--- src/rtl/program_loader.sv ---
// -----------------------------------------------------------------------------
// program_loader
//
// Boot-time loader placed in front of the single-cycle core's program memory
// and PC. A byte stream arrives over a valid/ready handshake and is framed as:
//   word count N (16 bits, low byte first), then 4*N instruction bytes with the
//   least-significant byte of each word first.
// Words are assembled and written to program memory at consecutive word-aligned
// byte addresses starting at 0. The core is held in reset until the whole image
// has been written. A bad word count or a stalled stream aborts the load.
//
// Ports:
//   clk             system clock, all state changes on the rising edge
//   reset           asynchronous, active-low reset
//   Start_i         one-cycle pulse starting a load (honoured in IDLE/DONE/ERROR)
//   Byte_Data_i     incoming stream byte
//   Byte_Valid_i    Byte_Data_i is valid
//   Byte_Ready_o    loader accepts a byte this cycle
//   Prog_Write_o    one-cycle program memory write strobe
//   Prog_Address_o  byte address of the word being written (word-aligned)
//   Prog_Data_o     instruction word being written
//   Core_Reset_o    active-low core reset; 1 only once the image is complete
//   Done_o          image loaded successfully
//   Error_o         load aborted (bad length or timeout)
// -----------------------------------------------------------------------------
module program_loader #(
  parameter int PROGRAM_MEMORY_DEPTH = 64,
  parameter int TIMEOUT_CYCLES       = 1000000
) (
  input  logic        clk,
  input  logic        reset,
  input  logic        Start_i,
  input  logic [7:0]  Byte_Data_i,
  input  logic        Byte_Valid_i,
  output logic        Byte_Ready_o,
  output logic        Prog_Write_o,
  output logic [31:0] Prog_Address_o,
  output logic [31:0] Prog_Data_o,
  output logic        Core_Reset_o,
  output logic        Done_o,
  output logic        Error_o
);

  typedef enum logic [2:0] {
    S_IDLE,
    S_LEN_LO,
    S_LEN_HI,
    S_LEN_CHK,  // one cycle to validate the full 16-bit word count
    S_DATA,
    S_WRITE,
    S_DONE,
    S_ERROR
  } state_t;

  localparam logic [16:0] DEPTH_W      = 17'(PROGRAM_MEMORY_DEPTH);
  // The transition fires on the idle cycle that brings the gap count up to
  // TIMEOUT_CYCLES, so ERROR is reached exactly TIMEOUT_CYCLES cycles after
  // the last accepted byte.
  localparam logic [23:0] TIMEOUT_LAST = 24'(TIMEOUT_CYCLES - 1);

  state_t      state, next_state;

  logic [15:0] word_count;   // N from the frame header
  logic [15:0] word_idx;     // index of the next word to be written
  logic [1:0]  byte_idx;     // position of the next data byte within the word
  logic [31:0] data_reg;     // word under assembly
  logic [23:0] gap_cnt;      // idle cycles since the last accepted byte

  logic        ready_q;
  logic        prog_write_q;
  logic [31:0] prog_address_q;
  logic [31:0] prog_data_q;
  logic        core_reset_q;
  logic        done_q;
  logic        error_q;

  logic        byte_accept;
  logic        counting;
  logic        timeout_hit;
  logic        len_bad;
  logic        load_start;
  logic [31:0] word_next;

  // ---------------------------------------------------------------------------
  // Combinational decode and next-state logic
  // ---------------------------------------------------------------------------
  // NOTE: every signal driven here gets a default first, so no path through
  // the case statement can leave one unassigned and infer a latch.
  always_comb begin
    next_state  = state;
    byte_accept = Byte_Valid_i && ready_q;
    counting    = (state == S_LEN_LO) || (state == S_LEN_HI) || (state == S_DATA);
    timeout_hit = counting && !byte_accept && (gap_cnt == TIMEOUT_LAST);
    len_bad     = (word_count == 16'd0) || ({1'b0, word_count} > DEPTH_W);
    load_start  = 1'b0;

    // Current word with the incoming byte merged into its lane; becomes the
    // data register on a DATA accept and the written word on the 4th byte.
    word_next                      = data_reg;
    word_next[{byte_idx, 3'b000} +: 8] = Byte_Data_i;

    unique case (state)
      S_IDLE, S_DONE, S_ERROR: begin
        if (Start_i) begin
          next_state = S_LEN_LO;
          load_start = 1'b1;
        end
      end
      S_LEN_LO: begin
        if (timeout_hit)      next_state = S_ERROR;
        else if (byte_accept) next_state = S_LEN_HI;
      end
      S_LEN_HI: begin
        if (timeout_hit)      next_state = S_ERROR;
        else if (byte_accept) next_state = S_LEN_CHK;
      end
      S_LEN_CHK: begin
        next_state = len_bad ? S_ERROR : S_DATA;
      end
      S_DATA: begin
        if (timeout_hit)                              next_state = S_ERROR;
        else if (byte_accept && (byte_idx == 2'd3))   next_state = S_WRITE;
      end
      S_WRITE: begin
        next_state = ((word_idx + 16'd1) == word_count) ? S_DONE : S_DATA;
      end
      default: next_state = S_IDLE;
    endcase
  end

  // ---------------------------------------------------------------------------
  // State register
  // ---------------------------------------------------------------------------
  // NOTE: sequential state uses non-blocking assignments so every flop samples
  // the values from before the edge, independent of statement order.
  always_ff @(posedge clk or negedge reset) begin
    if (!reset) state <= S_IDLE;
    else        state <= next_state;
  end

  // ---------------------------------------------------------------------------
  // Datapath: header, assembly, indices and gap counter
  // ---------------------------------------------------------------------------
  // NOTE: every register here is small control/data state and is cleared by
  // the async reset; there is no storage array that would need to be left
  // unreset.
  always_ff @(posedge clk or negedge reset) begin
    if (!reset) begin
      word_count <= '0;
      word_idx   <= '0;
      byte_idx   <= '0;
      data_reg   <= '0;
      gap_cnt    <= '0;
    end else begin
      // Gap counter: fresh on a new load and on every accepted byte, frozen
      // in LEN_CHK and WRITE.
      if (load_start || byte_accept) gap_cnt <= '0;
      else if (counting)             gap_cnt <= gap_cnt + 24'd1;

      if (load_start) begin
        word_count <= '0;
        word_idx   <= '0;
        byte_idx   <= '0;
        data_reg   <= '0;
      end

      if (byte_accept) begin
        unique case (state)
          S_LEN_LO: word_count[7:0]  <= Byte_Data_i;
          S_LEN_HI: word_count[15:8] <= Byte_Data_i;
          S_DATA: begin
            data_reg <= word_next;
            byte_idx <= byte_idx + 2'd1;
          end
          default: ;
        endcase
      end

      if (state == S_WRITE) begin
        word_idx <= word_idx + 16'd1;
        byte_idx <= '0;
      end
    end
  end

  // ---------------------------------------------------------------------------
  // Registered outputs, decoded from next_state so each one changes only on a
  // clock edge and is valid for the whole cycle of the state it belongs to.
  // ---------------------------------------------------------------------------
  always_ff @(posedge clk or negedge reset) begin
    if (!reset) begin
      ready_q        <= 1'b0;
      prog_write_q   <= 1'b0;
      prog_address_q <= '0;
      prog_data_q    <= '0;
      core_reset_q   <= 1'b0;
      done_q         <= 1'b0;
      error_q        <= 1'b0;
    end else begin
      ready_q      <= (next_state == S_LEN_LO) || (next_state == S_LEN_HI) ||
                      (next_state == S_DATA);
      prog_write_q <= (next_state == S_WRITE);
      core_reset_q <= (next_state == S_DONE);
      done_q       <= (next_state == S_DONE);
      error_q      <= (next_state == S_ERROR);

      // Address and data are captured only when a write is launched and hold
      // their last values otherwise.
      if (next_state == S_WRITE) begin
        prog_address_q <= {14'd0, word_idx, 2'b00};
        prog_data_q    <= word_next;
      end
    end
  end

  assign Byte_Ready_o   = ready_q;
  assign Prog_Write_o   = prog_write_q;
  assign Prog_Address_o = prog_address_q;
  assign Prog_Data_o    = prog_data_q;
  assign Core_Reset_o   = core_reset_q;
  assign Done_o         = done_q;
  assign Error_o        = error_q;

endmodule

--- config.mk ---
export PLATFORM = sky130hd
export DESIGN_NAME = program_loader
export DESIGN_NICKNAME = d
export VERILOG_FILES = /design/src/rtl/program_loader.sv
export SDC_FILE = /design/constraint.sdc
export NUM_CORES = 1
export LEC_CHECK = 0
export BUFFER_PORTS_ARGS = -buffer_cell sky130_fd_sc_hd__buf_2
export CAP_MARGIN = 30
export CORE_AREA = 2 2 127 129
export CTS_CLUSTER_SIZE = 14
export DETAILED_ROUTE_END_ITERATION = 10
export DIE_AREA = 0 0 129 131
export GPL_ROUTABILITY_DRIVEN = 0
export PLACE_DENSITY = 0.72
export SLEW_MARGIN = 25
export SYNTH_ARGS = -nofsm -noshare
export SYNTH_HDL_FRONTEND = slang
export SYNTH_SLANG_ARGS = --single-unit
--- constraint.sdc ---
create_clock -name clk -period 2.94 [get_ports clk]
set_input_delay 0.441 -clock clk [delete_from_list [all_inputs] [get_ports clk]]
set_output_delay 0.441 -clock clk [all_outputs]
set_load 0.005 [all_outputs]
# == After elaboration in Yosys (flattened, before gate mapping) ==
# Index checks and enable logic that the tools add are counted.
# W data, S select, Z words.
# word_totals
elab_cells,79
in_bits,12
out_inout_bits,69
ff_bits,145
# classes
n_addsub,4
order_cmp,1
eq_ne,16
reduce_logical,16
n_shift,2
n_mux,28
# op_table
op,count
$mux W32,3
$mux W16,4
$mux W24,2
$bwmux W32,1
$shift A8 B7 Y32 const A,1
$shiftx A8 B7 Y32,1
$add A24 B1 Y24 const B,1
$eq A24 B20 Y1 const B,1
$eq A3 B3 Y1 const B,8
$mux W3,7
$pmux W3 S6,1
$add A16 B1 Y16 const B,1
$eq A16 B16 Y1,1
$gt A16 B7 Y1 const B,1
$logic_not A16 Y1,1
$mux W8,2
$mux W2,6
$eq A3 B2 Y1 const B,3
$neg A5 Y7,1
$eq A3 B1 Y1 const B,2
$logic_or A1 B1 Y1,6
$logic_and A1 B1 Y1,4
$reduce_bool A2 Y1,2
$logic_not A3 Y1,1
other kinds (5),6

# == Depth between registers and ports, before layout ==
# logic_depth
depth_word,10
mapped_depth,9
ltp_nobuf,9

# == Least setup slack after synthesis ==
# Ideal clock, no wire load.
# synth_timing
kind,reg-to-reg
start,reg word_idx[0]
end,reg ready_q (netlist: Byte_Ready_o)
arrival_time_ps,2150
path_stages_with_launch,10
setup_time_ps,79
setup_slack_ps,711
path_cell_list,dfrtp_1 ha_1 and4_1 or4b_1 xnor2_1 a21oi_1 nand4_1 o21a_4 inv_2 mux2i_1
# synth_via
elab_chain_cells,7
# synth_rtl
item,line_no,source
from (decl),64,logic [15:0] word_idx;
from (signal assigned),180,word_idx <= word_idx + 16'd1;
$add A16 B1 Y16 (*),125,next_state = ((word_idx + 16'd1) == word_count) ? S_DONE : S_DATA;
$eq A16 B16 Y1 (*),125,
$mux W2 (*),125,
$pmux W3 S6 (*),102,unique case (state)
named net next_state[1],61,"state_t state, next_state;"
$eq A3 B1 Y1 or $eq A3 B2 Y1 (tied branches),200,ready_q <= (next_state == S_LEN_LO) || (next_state == S_LEN_HI) ||
$logic_or A1 B1 Y1,200,
$logic_or A1 B1 Y1 (*),200,
to (signal assigned),200,
to (decl),69,logic ready_q;
# The timed path passes the listed nets; every way through them passes the cells marked *.
# A chain may end at the register's enable or synchronous reset.

# == Final worst setup path ==
# Same ends and word-level chain as after synthesis.

==> summary.txt <==
Detailed routing
  – DR DRC count: 0
  – WL final: 15.9 mm
  – Vias per cell: 5.30
  – DR iter-0 viols: 422
  – Drt wl/cell: 15.5 microns
  – Remaining antenna violation count: 0
  – Via Count: 5,436
  – DRT Pass-1 Iters: 5

Power and ir drop
  – Clock power frac: 38.1%
  – Pwr/cell area: 757 nW/um^2
  – Combinational share of power: 23.8%
  – Reg power frac: 38.1%
  – NetSw: 1.97 mW
  – Sw Share: 32.6%
  – Peak supply drop: 0.467 mV
  – Int Power: 4.08 mW
  – Leakage: 3.81 nW

Timing
  – Final Worst Setup Slack: 0.384 ns
  – Final setup fails: 0
  – Post-route minimum period: 2.56 ns
  – Max transition margin: 43.9%
  – Tcrit/Tclk final: 87.0%
  – RSZ-0062 raised after global routing: no
  – Worst slew pin tran: 0.842 ns
  – Fin. max-slew vios: 0
  – Setup_tns: 0 ns
  – Peak Freq: 0.391 GHz
  – Clock skew: 0.00617 ns
  – Min Hold Slack: -0.0112 ns
  – Final Hold Viols: 9

Yosys
  – Ys async rst share: 100%
  – Synthesized area: 6890 sq um
  – Synth top area cells: dfrtp_1 (50%), nand2_1 (7.7%), o21ai_0 (4.8%)
  – Mapped Cells: 743
  – Top cell type's share of synthesized area: 49.8%
  – Flops & latches, synth: 137
  – Seq/Total Area, Yosys: 49.8%
  – EDFF count, synth: 0
  – Yosys top cell by area: dfrtp_1
  – Yosys warnings: 0
  – Post-synth top flop: dfrtp_1
  – Synth cell types: 55
  – Syn Area/Cell: 9.27 sq um

Critical path
  – Data arrival, critical path: 2.90 ns
  – Critical path endpoint category: flop
  – CP Max Fanout: 8
  – Crit path kind: reg -> reg
  – Worst Setup Start Kind: flop
  – Worst EP required: 3.29 ns

CTS
  – Num Clock Sinks: 137
  – Clk Latency, worst-skew pair: 0.42 ns
  – Hold-fix buffers, CTS: 0
  – CTS resizes: 0
  – CTS clock-pin slew for the worst setup and hold paths: 0.06 ns
  – Post-CTS setup buffer count: 0
  – CTS tree: yes
  – # H-tree levels: 4
  – Root Buffer: clkbuf_16
  – CTS Buf Count: 17
  – Clock tree buffer depth: 2

Placement
  – Hpwl dp: 10.6 mm
  – Pre-CTS WS: 0.452 ns
  – Buffers on Ports: 64

Cells and area
  – Max FFs per register: 32
  – Fill cell count: 1,429
  – Layout cells sized above 1: 15.3%
  – Register Area: 3430 sq um
  – Area of the multi-input gates: 3140 sq um
  – Synth-to-Final Area Change: 15.9%
  – Final core utilization: 51.2%
  – # nets final: 814

Outcome
  – Status: finished with violations
  – Failing checks: negative hold slack

Global route
  – Total gr overflow: 0
  – Initial antenna violation count: 1
  – Vias in the first global route: 5,078
  – First-pass GRT wire length: 26.0 mm
  – Global-route usage over all layers: 19.7%
  – Pin count of the biggest net entering global routing: 83

Floorplanning
  – Chip Height: 131 microns
  – Area of the core: 15,600 sq um
  – Die Span X: 129 microns
  – Io pins: 81
  – Die area: 16,900 sq um
  – # rows: 46
  – Effective utilization at floorplan: 44.1%

Flow run
  – Max-Cap Viols: 0

Worst hold path
  – Hold Crit Class: in -> async
-- worst paths after layout --
kind	endpoint	startpoint	slack (ns)	cells after the start
max in group asynchronous	Prog_Data_o[12]	reset	2.22	2
min reg2reg	Prog_Address_o[7]	Prog_Address_o[7]	0.47	2
min in group clk	word_count[1]	Byte_Data_i[1]	0.36	3
max reg2reg	Byte_Ready_o	word_idx[0]	0.38	9
max	Byte_Ready_o	word_idx[0]	0.38	9
min	Prog_Address_o[11]	reset	-0.01	1
-- area by class of cell --
| cell class | count | share of cell area, % |
|---|---|---|
| Antenna cell | 1 | 0.0314 |
| Clock buffer | 21 | 5.90 |
| Clock inverter | 11 | 2.10 |
| Inverter | 16 | 0.753 |
| Multi-Input combinational cell | 546 | 39.4 |
| Sequential cell | 137 | 43.0 |
| Tap cell | 216 | 3.39 |
| Timing Repair Buffer | 77 | 5.47 |
-- stage by stage --
stage	hold WS [ns]	total power [mW]	cells	cell area (sq um)
floorplan	0.145	3.34	758	6940
global placement	0.452	3.72	992	7340
detailed placement	0.457	3.75	992	7340
CTS	0.00501	6.08	1024	7980
global route	0.0219	6.37	1024	7980
finish	-0.0112	6.04	1025	7980
-- power by group through the flow --
stage	sequential (mW)	clock [mW]	combinational (mW)
detailed placement	2.33	0	1.42
finish	2.30	2.30	1.44
floorplan	2.23	0	1.11
global route	2.33	2.43	1.61
CTS	2.30	2.34	1.44
global placement	2.32	0	1.40
-- cells in the final DEF (no fill, tap or decap), drive strengths merged, types with 2 or more instances in the layout --
| cell | instances |
|---|---|
| a22o | 28 |
| or3 | 5 |
| conb | 16 |
| a311oi | 3 |
| o31ai | 12 |
| and3 | 9 |
| nor4bb | 2 |
| nand4 | 17 |
| a21oi | 38 |
| o41ai | 2 |
| o22ai | 2 |
| o21ai | 68 |
| nor3 | 12 |
| mux2i | 4 |
| nand2b | 2 |
| clkinvlp | 2 |
| nand2 | 143 |
| clkbuf | 21 |
| and2 | 7 |
| clkinv | 4 |
| inv | 17 |
| buf | 77 |
| nor2 | 36 |
| xnor2 | 21 |
| a31oi | 2 |
| o21a | 3 |
| ha | 7 |
| o2111ai | 2 |
| dfrtp | 137 |
| nand3 | 25 |
| or4 | 6 |
| xor2 | 24 |
| and4 | 4 |
| nor4 | 6 |
| nor2b | 31 |
| bufinv | 4 |
-- cell usage after synthesis, types with 3 or more instances --
cell type,n
nand4_2,3
a21oi_1,38
or3_1,5
nand3_1,25
nor4_1,3
and4_1,4
clkbuf_1,21
ha_1,7
mux2i_1,4
nor2b_1,31
nand2_1,142
nor4_2,3
buf_1,9
nor3_1,12
a22o_1,28
nor2_1,35
inv_1,15
buf_4,19
xnor2_1,21
xor2_1,24
and3_1,9
dfrtp_1,137
and2_1,7
buf_2,9
o21ai_0,66
o31ai_1,12
nand4_1,14
or4_1,5
-- worst max-delay path, cell delays in order, from the launching register on --
cell     delay (ns)
dfrtp_1        0.50
ha_1           0.31
and4_1         0.26
or4b_1         0.52
xnor2_1        0.17
a21oi_1        0.12
nand4_1        0.15
o21a_4         0.24
inv_2          0.06
mux2i_1        0.16
-- per-layer routing --
layer	vias up	wire length [microns]	GRT usage [%]
met4	0	282	7.67
met5	-	0	0
met2	138	7470	30.3
met1	2626	7320	26.6
met3	25	845	5.66
li1	2647	-	-
-- cells by family after synthesis --
logic type,count (synthesis),share of synthesized area [%]
AOI/OAI and AO/OA,165,15.0
xor gates and xnor gates,45,5.72
adders and majority gates,7,1.27
buffers and inverters,75,5.40
DFF,137,49.8
muxes,4,0.582
other,1,0.0545
and+or+nand+nor,309,22.1
No activity file was read; power rests on OpenSTA's default activity.
